==> src/rtl/route_demux_1to5.sv <==
// Wormhole output-side steering stage: a head flit picks one of five directions
// (N/S/W/E/L), the choice is held until the tail, and a small FIFO absorbs backpressure.
module route_demux_1to5 #(
  parameter int DATA_W     = 4,
  parameter int FIFO_DEPTH = 2
) (
  input  logic              clk_i,
  input  logic              rst_i,
  input  logic              valid_i,
  output logic              ready_o,
  input  logic              head_i,
  input  logic              tail_i,
  input  logic [2:0]        dest_i,
  input  logic [DATA_W-1:0] data_i,
  output logic [DATA_W-1:0] data_o,
  output logic [4:0]        valid_o,
  input  logic [4:0]        ready_i,
  output logic              busy_o,
  output logic              err_o
);

  localparam int CW = $clog2(FIFO_DEPTH + 1);
  localparam int PW = (FIFO_DEPTH > 1) ? $clog2(FIFO_DEPTH) : 1;
  localparam int EW = DATA_W + 3;

  localparam logic [1:0] ST_IDLE  = 2'd0;
  localparam logic [1:0] ST_ROUTE = 2'd1;
  localparam logic [1:0] ST_DROP  = 2'd2;

  logic [EW-1:0]     mem_q [FIFO_DEPTH];
  logic [PW-1:0]     wr_ptr_q, wr_ptr_d;
  logic [PW-1:0]     rd_ptr_q, rd_ptr_d;
  logic [CW-1:0]     count_q, count_d;
  logic [1:0]        state_q, state_d;
  logic [2:0]        dir_q, dir_d;
  logic              err_q, err_d;

  logic              accept;
  logic              push;
  logic              pop;
  logic              fifo_empty;
  logic              dest_ok;
  logic [2:0]        push_dir;
  logic [2:0]        head_dir;
  logic [DATA_W-1:0] head_data;

  function automatic logic [PW-1:0] ptr_inc(input logic [PW-1:0] p);
    return (p == PW'(FIFO_DEPTH - 1)) ? '0 : p + 1'b1;
  endfunction

  // Input acceptance looks only at occupancy, never at ready_i.
  assign ready_o    = !rst_i && (count_q < CW'(FIFO_DEPTH));
  assign accept     = valid_i && ready_o;
  assign dest_ok    = (dest_i <= 3'd4);
  assign fifo_empty = (count_q == '0);

  assign head_dir  = mem_q[rd_ptr_q][2:0];
  assign head_data = mem_q[rd_ptr_q][EW-1:3];
  assign data_o    = fifo_empty ? '0 : head_data;

  genvar gi;
  generate
    for (gi = 0; gi < 5; gi++) begin : g_valid
      assign valid_o[gi] = !fifo_empty && (head_dir == 3'(gi));
    end
  endgenerate

  assign pop    = |(valid_o & ready_i);
  assign busy_o = (state_q != ST_IDLE) || !fifo_empty;
  assign err_o  = err_q;

  always_comb begin
    state_d  = state_q;
    dir_d    = dir_q;
    err_d    = 1'b0;
    push     = 1'b0;
    push_dir = dir_q;
    if (accept) begin
      case (state_q)
        ST_IDLE: begin
          if (head_i && dest_ok) begin
            push     = 1'b1;
            push_dir = dest_i;
            dir_d    = dest_i;
            if (!tail_i) state_d = ST_ROUTE;
          end else begin
            err_d = 1'b1;
            if (head_i && !tail_i) state_d = ST_DROP;
          end
        end
        ST_ROUTE: begin
          // A stray head mid-packet is flagged but still follows the locked direction.
          push = 1'b1;
          if (head_i) err_d = 1'b1;
          if (tail_i) state_d = ST_IDLE;
        end
        ST_DROP: begin
          if (tail_i) state_d = ST_IDLE;
        end
        default: state_d = ST_IDLE;
      endcase
    end
  end

  always_comb begin
    wr_ptr_d = push ? ptr_inc(wr_ptr_q) : wr_ptr_q;
    rd_ptr_d = pop  ? ptr_inc(rd_ptr_q) : rd_ptr_q;
    count_d  = count_q;
    case ({push, pop})
      2'b10:   count_d = count_q + 1'b1;
      2'b01:   count_d = count_q - 1'b1;
      default: count_d = count_q;
    endcase
  end

  always_ff @(posedge clk_i) begin
    if (rst_i) begin
      wr_ptr_q <= '0;
      rd_ptr_q <= '0;
      count_q  <= '0;
      state_q  <= ST_IDLE;
      dir_q    <= 3'b000;
      err_q    <= 1'b0;
    end else begin
      wr_ptr_q <= wr_ptr_d;
      rd_ptr_q <= rd_ptr_d;
      count_q  <= count_d;
      state_q  <= state_d;
      dir_q    <= dir_d;
      err_q    <= err_d;
    end
  end

  // Storage needs no reset: stale entries are masked while the FIFO is empty.
  always_ff @(posedge clk_i) begin
    if (push) mem_q[wr_ptr_q] <= {data_i, push_dir};
  end

endmodule

==> config.mk <==
export PLATFORM = sky130hd
export DESIGN_NAME = route_demux_1to5
export DESIGN_NICKNAME = d
export VERILOG_FILES = /design/src/rtl/route_demux_1to5.sv
export SDC_FILE = /design/constraint.sdc
export NUM_CORES = 1
export LEC_CHECK = 0
export CORE_UTILIZATION = 47
export DETAILED_ROUTE_END_ITERATION = 7
export PLACE_DENSITY = 0.74
export SLEW_MARGIN = 20
export SYNTH_ARGS = -nofsm -noshare
export SYNTH_HDL_FRONTEND = slang
export SYNTH_SLANG_ARGS = --single-unit
==> constraint.sdc <==
create_clock -name clk_i -period 2.73 [get_ports clk_i]
set_input_delay 0.546 -clock clk_i [delete_from_list [all_inputs] [get_ports clk_i]]
set_output_delay 0.546 -clock clk_i [all_outputs]
set_load 0.1 [all_outputs]
==> metrics.md, run 1 <==
| Metric | Value |
|---|---|
| Vias per inst | `5.18` |
| Via Count | `850` |
| Max-cap violations | `0` |
| Top-count cell post-synth | `nor2_1` |
| Static Leak | `0.000603 uW` |
| Flops & latches, synth | `25` |
| DRT Pass-1 Iters | `4` |
| Die H | `51.4 um` |
| Post-CTS Resized | `0` |
| Setup tns final | `0 ps` |
| Sequential share of the synthesized area | `55.8%` |
| CTS Buf Count | `3` |
| Mapped Avg Cell Area | `11.2 um^2` |
| Iteration-0 DRC Markers | `8` |
| Clk root buf | `clkbuf_4` |
| Antenna violations before repair | `0` |
| Final hold violation count | `0` |
| Max VDD drop | `0.434 mV` |
| Largest area contributor in the netlist | `edfxtp_1` |
| Final Setup Violations | `0` |
| CP Launch Type | `flip-flop` |
| Syn Inst Count | `103` |
| CTS Buffer Depth | `2` |
| Top cells by area, synth | `edfxtp_1 (37%), dfxtp_1 (19%), mux2i_1 (7.0%), nor2_1 (6.2%), ha_1 (3.3%)` |
| Syn_nets | `123` |
| Least-Margin Pin Slew | `609 ps` |
| Die width | `51.4 um` |
| Antenna-violating nets left | `0` |
| Power density cells | `501 mW/mm^2` |
| DP HPWL | `1710 um` |
| Starting density of the core | `50.9%` |
| Commonest cells in the netlist | `nor2_1 (19), edfxtp_1 (14), dfxtp_1 (11)` |
| Bufs and invs on worst path | `1` |
| Sink Count | `25` |
| Synth cell types | `29` |
| Share of layout cells above drive strength 1 | `20.6%` |
| Ports | `29` |
| YS warnings | `0` |
| Highest clock rate | `435 MHz` |
| Utilization after layout | `68.8%` |
| Asr flop ratio synth | `0%` |
| CTS tree | `built` |
| Number of global-route vias before repair | `832` |
| Worst-skew pair later-pin latency | `310 ps` |
| Antenna cells | `0` |
| Post-layout net count | `157` |
| Post-CTS setup buffer count | `0` |
| Clock Skew | `7.65 ps` |
| Largest net degree at the start of global routing | `16` |
| Setup CP Type | `reg2out` |
| Slew Limit Fails | `0` |
| Layout Area Growth over Synthesis | `35.0%` |
| Period utilization | `84.2%` |
| Top-area cell type share of the netlist area | `36.6%` |
| Run status | `finished, final reports clean` |
| Worst path slowest cell | `dfxtp_1` |
| Worst endpoint required time | `2180 ps` |
| Synthesized area | `0.00115 mm^2` |
| Post-synth EDFFs | `14` |
| Overflow after GRT | `0` |
| H-tree depth | `1` |
| Drt total wl | `2160 um` |
| Worst path arrival time | `1750 ps` |
| Placed cells | `160` |
| Fin crit period | `2300 ps` |
| GRT Util Overall | `18.9%` |
| Clock transition at path regs | `130 ps` |
| Cell Chain, Critical Path | `mux2i_4 -> o21ai_0 -> nor2_1 -> buf_12` |
| Worst min path class | `reg2reg` |
| Hold_ws | `520 ps` |
| Drt drc | `0` |
| Most used DFF post-synth | `edfxtp_1` |
| Relative slew slack | `59.2%` |
| CP Capture Type | `output port` |
| Worst stage delay on the critical path | `420 ps` |
| WL/cell | `13.2 um` |
| Fin cells | `164` |
| RSZ-0062 raised after global routing | `no` |
| I/O Buffers | `28` |
| Num rows | `17` |
| Worst path top cell family by delay | `flip-flops` |
| CP max FO | `6` |
| Die footprint | `0.00265 mm^2` |
| Number of buffers inserted by hold repair at cts | `0` |
| Core Area | `0.00225 mm^2` |
| Placer Congestion | `0.701` |
| First-pass GRT wire length | `3640 um` |
==> where the power goes <==
| group | total, uW | leakage, uW | internal (uW) | switching, uW |
|---|---|---|---|---|
| Clock | 162 | 0.0000139 | 55.8 | 106 |
| Combinational | 199 | 0.000367 | 69.1 | 130 |
| Sequential | 416 | 0.000222 | 408 | 7.61 |
| Total | 776 | 0.000603 | 533 | 243 |
==> registers in the layout (all words and copies together) (netlist names), named ones only <==
signal,cells
dir_q,3
mem_q,14
rd_ptr_q,1
state_q,2
err_o,1
count_q,2
wr_ptr_q,1
==> placed cells by master, fill, tap and decap left out, types with 2 or more instances in the layout <==
master	count
clkdlybuf4s50_1	16
ha_1	3
a21oi_1	3
xnor2_1	2
o21ai_0	3
nor2_2	2
inv_1	7
dfxtp_1	11
buf_4	10
clkbuf_4	3
nor2_1	18
mux2_2	3
nor2b_1	4
mux2_1	2
nor3_2	2
buf_12	5
edfxtp_1	14
mux2i_1	8
nand2_1	6
==> metal layers <==
| metal | wire length, um | GRT usage (%) | vias to the layer above |
|---|---|---|---|
| li1 | - | - | 425 |
| met1 | 910 | 22.5 | 404 |
| met2 | 1170 | 34.0 | 19 |
| met3 | 72 | 2.08 | 2 |
| met4 | 12 | 8.11 | 0 |
| met5 | 0 | 0 | - |
==> worst min-delay path, cell delays in order (launching register included) <==
cell and delay, ps:
dfxtp_1 350, mux2i_1 70, nor2_1 80
==> layout make-up <==
cell class | instances | area [um^2]
Fill cell | 193 | 704
Sequential cell | 25 | 641
Multi-Input combinational cell | 69 | 483
Timing Repair Buffer | 31 | 335
Tap cell | 28 | 35.0
Inverter | 7 | 26.3
Clock buffer | 3 | 22.5
Clock inverter | 1 | 7.51
==> cells by family after synthesis <==
family / count (synthesis) / synth area share (%)
flops: 25 / 55.8
fa+ha+maj: 3 / 3.27
xor+xnor: 3 / 2.29
buf+inv: 9 / 3.27
simple gates: 36 / 13.8
compound gates: 13 / 7.73
mux: 14 / 13.8
==> worst paths after layout <==
| check | slack, ps | start | end | depth (start not counted) |
|---|---|---|---|---|
| setup / recovery | 430 | flip-flop | valid_o[4] | 4 |
| hold / removal | 520 | state_q[1] | state_q[1] | 2 |
| hold reg to reg | 520 | state_q[1] | state_q[1] | 2 |
| setup reg to reg | 440 | flip-flop | count_q[1] | 8 |
==> metrics by stage <==
step           setup WS [ps]  cell area [um^2]  power (uW)
2_1_floorplan          -6.06              1160         560
3_3_place_gp             282              1520         620
3_5_place_dp             219              1520         624
4_1_cts                  413              1550         784
5_1_grt                  247              1550         811
6_report                 430              1550         776
(Power assumes the default switching activity.)
==> inputs of run 2 (changes only) <==
==> constraint.sdc (replaced) <==
create_clock -name clk_i -period 2.26 [get_ports clk_i]
set_input_delay 0.452 -clock clk_i [delete_from_list [all_inputs] [get_ports clk_i]]
set_output_delay 0.452 -clock clk_i [all_outputs]
set_load 0.1 [all_outputs]
==> metrics.md, run 2 (synthesis gave the netlist of run 1 again) <==
| Metric | Value |
|---|---|
| Run status | `finished, final reports clean` |
| Die footprint | `0.00265 mm^2` |
| Largest net degree at the start of global routing | `15` |
| Worst min path class | `reg2reg` |
| Cell Chain, Critical Path | `buf_4 -> nor3_1 -> a21oi_1 -> buf_4 -> nor3_2 -> buf_12` |
| Max-cap violations | `0` |
| I/O Buffers | `28` |
| Clock transition at path regs | `120 ps` |
| Antenna cells | `0` |
| Highest clock rate | `459 MHz` |
| Clk root buf | `clkbuf_4` |
| Utilization after layout | `77.1%` |
| Worst-skew pair later-pin latency | `320 ps` |
| Register Area | `644 um^2` |
| Antenna violations before repair | `0` |
| Period utilization | `96.4%` |
| GRT Util Overall | `21.2%` |
| Bufs and invs on worst path | `3` |
| Via Count | `909` |
| CTS Buf Count | `3` |
| Drt total wl | `2440 um` |
| Placer Congestion | `0.706` |
| First-pass GRT wire length | `3970 um` |
| Core Area | `0.00225 mm^2` |
| CP max FO | `10` |
| Antenna-violating nets left | `0` |
| Critical Path Most Common Cell | `buf_4` |
| CP Capture Type | `output port` |
| Setup CP Type | `reg2out` |
| Power Total | `988 uW` |
| Die H | `51.4 um` |
| Setup tns final | `0 ps` |
| Drt drc | `0` |
| Switching power | `309 uW` |
| Post-layout net count | `167` |
| DRT Pass-1 Iters | `4` |
| H-tree depth | `1` |
| Num rows | `17` |
| Iteration-0 DRC Markers | `15` |
| RSZ-0062 raised after global routing | `yes` |
| Vias per inst | `5.22` |
| Static Leak | `0.000671 uW` |
| Worst path arrival time | `1730 ps` |
| Sink Count | `25` |
| Commonest non-fill, non-tap cell in the layout | `clkdlybuf4s50_1` |
| Logic pwr share | `29.6%` |
| CP Launch Type | `flip-flop` |
| Ports | `29` |
| Slew Limit Fails | `0` |
| Multi-input logic area | `519 um^2` |
| Filler cells | `148` |
| Layout Area Growth over Synthesis | `51.3%` |
| Worst stage delay on the critical path | `380 ps` |
| Worst path slowest cell | `dfxtp_4` |
| Max VDD drop | `0.532 mV` |
| Power density cells | `569 mW/mm^2` |
| Worst-case reg-to-reg path depth | `10` |
| Relative slew slack | `68.6%` |
| Number of global-route vias before repair | `938` |
| Die width | `51.4 um` |
| Largest registers | `mem_q x14, dir_q x3` |
| Final Setup Violations | `0` |
| Clock power share | `19.5%` |
| Cell Int Power | `679 uW` |
| Overflow after GRT | `0` |
| Worst Hold Depth | `2` |
| Max reg flops | `14` |
| Starting density of the core | `50.9%` |
| Crit path depth | `6` |
| Most frequent cells in the layout | `clkdlybuf4s50_1 (16), edfxtp_1 (14), buf_4 (14)` |
| Clock Skew | `7.58 ps` |
| Worst path top cell family by delay | `buffers and inverters` |
| WL/cell | `14.0 um` |
| CTS Buffer Depth | `2` |
| Fin crit period | `2180 ps` |
| DP HPWL | `1940 um` |
| Sw Share | `31.3%` |
| Share of layout cells above drive strength 1 | `32.2%` |
| CTS tree | `built` |
| Biggest register | `mem_q` |
| Part of the power in registers | `50.9%` |
| Final hold violation count | `0` |
| Least-Margin Pin Slew | `470 ps` |
| Worst endpoint required time | `1810 ps` |
-- run 2: changes by cell type in the layout (fill, tap and decap cells not counted), sizes merged --
cell,change
buf,+10
clkinv,+1
clkinvlp,-1
-- run 2: metal layers --
| layer | vias up | global-route usage, % | part of all wire (%) |
|---|---|---|---|
| li1 | 447 | - | - |
| met1 | 422 | 22.8 | 39 |
| met2 | 36 | 38.7 | 54 |
| met3 | 4 | 5.65 | 6.2 |
| met4 | 0 | 8.11 | 1.1 |
| met5 | - | 0 | 0 |
-- run 2: stage by stage --
| stage | setup WS [ps] | hold WS (ps) | std cells | area, um^2 |
|---|---|---|---|---|
| CTS | 18.3 | 519 | 173 | 1710 |
| global route | -6.07 | 551 | 174 | 1740 |
| global placement | 60.5 | 480 | 169 | 1680 |
| finish | 81.1 | 511 | 174 | 1740 |
| floorplan | -376 | 460 | 103 | 1180 |
| detailed placement | -37.6 | 490 | 169 | 1680 |
-- run 2: power groups by stage --
stage,Combinational (uW),Sequential (uW),Clock (uW)
finish,292,503,193
global route,307,505,221
CTS,288,503,197
detailed placement,287,513,0
global placement,280,512,0
floorplan,162,519,0
-- run 2: worst register-to-register path, stage by stage (launching register included) --
cell and delay [ps]:
dfxtp_4 390, mux2i_4 260, buf_4 160, mux2i_2 220, nor2_2 70, o22ai_2 100
inv_1 100, ha_4 160, xnor2_1 130, or3_1 310, a21oi_1 140
-- run 2: what timing repair did --
action / 4_1_cts / 5_1_grt
gates resized for setup: 1 / 5
setup endpoints to repair: 2 / 4
hold buffers: 0 / 0
pin swaps: 1 / 2
buffers inserted: 0 / 1
-- run 2: final cells by class --
| type | count | share of cell area [%] |
|---|---|---|
| clock buffer | 3 | 1.30 |
| timing repair buffer | 41 | 27.9 |
| sequential | 25 | 37.1 |
| clock inverter | 1 | 0.288 |
| tap | 28 | 2.02 |
| multi-input combinational | 69 | 29.9 |
| inverter | 7 | 1.51 |
-- run 2: final timing paths --
path / startpoint / to / slack (ps)
setup reg to reg: flip-flop / count_q[1] / 170
hold / removal: state_q[1] / state_q[1] / 510
hold reg to reg: state_q[1] / state_q[1] / 510
setup / recovery: flip-flop / valid_o[2] / 80
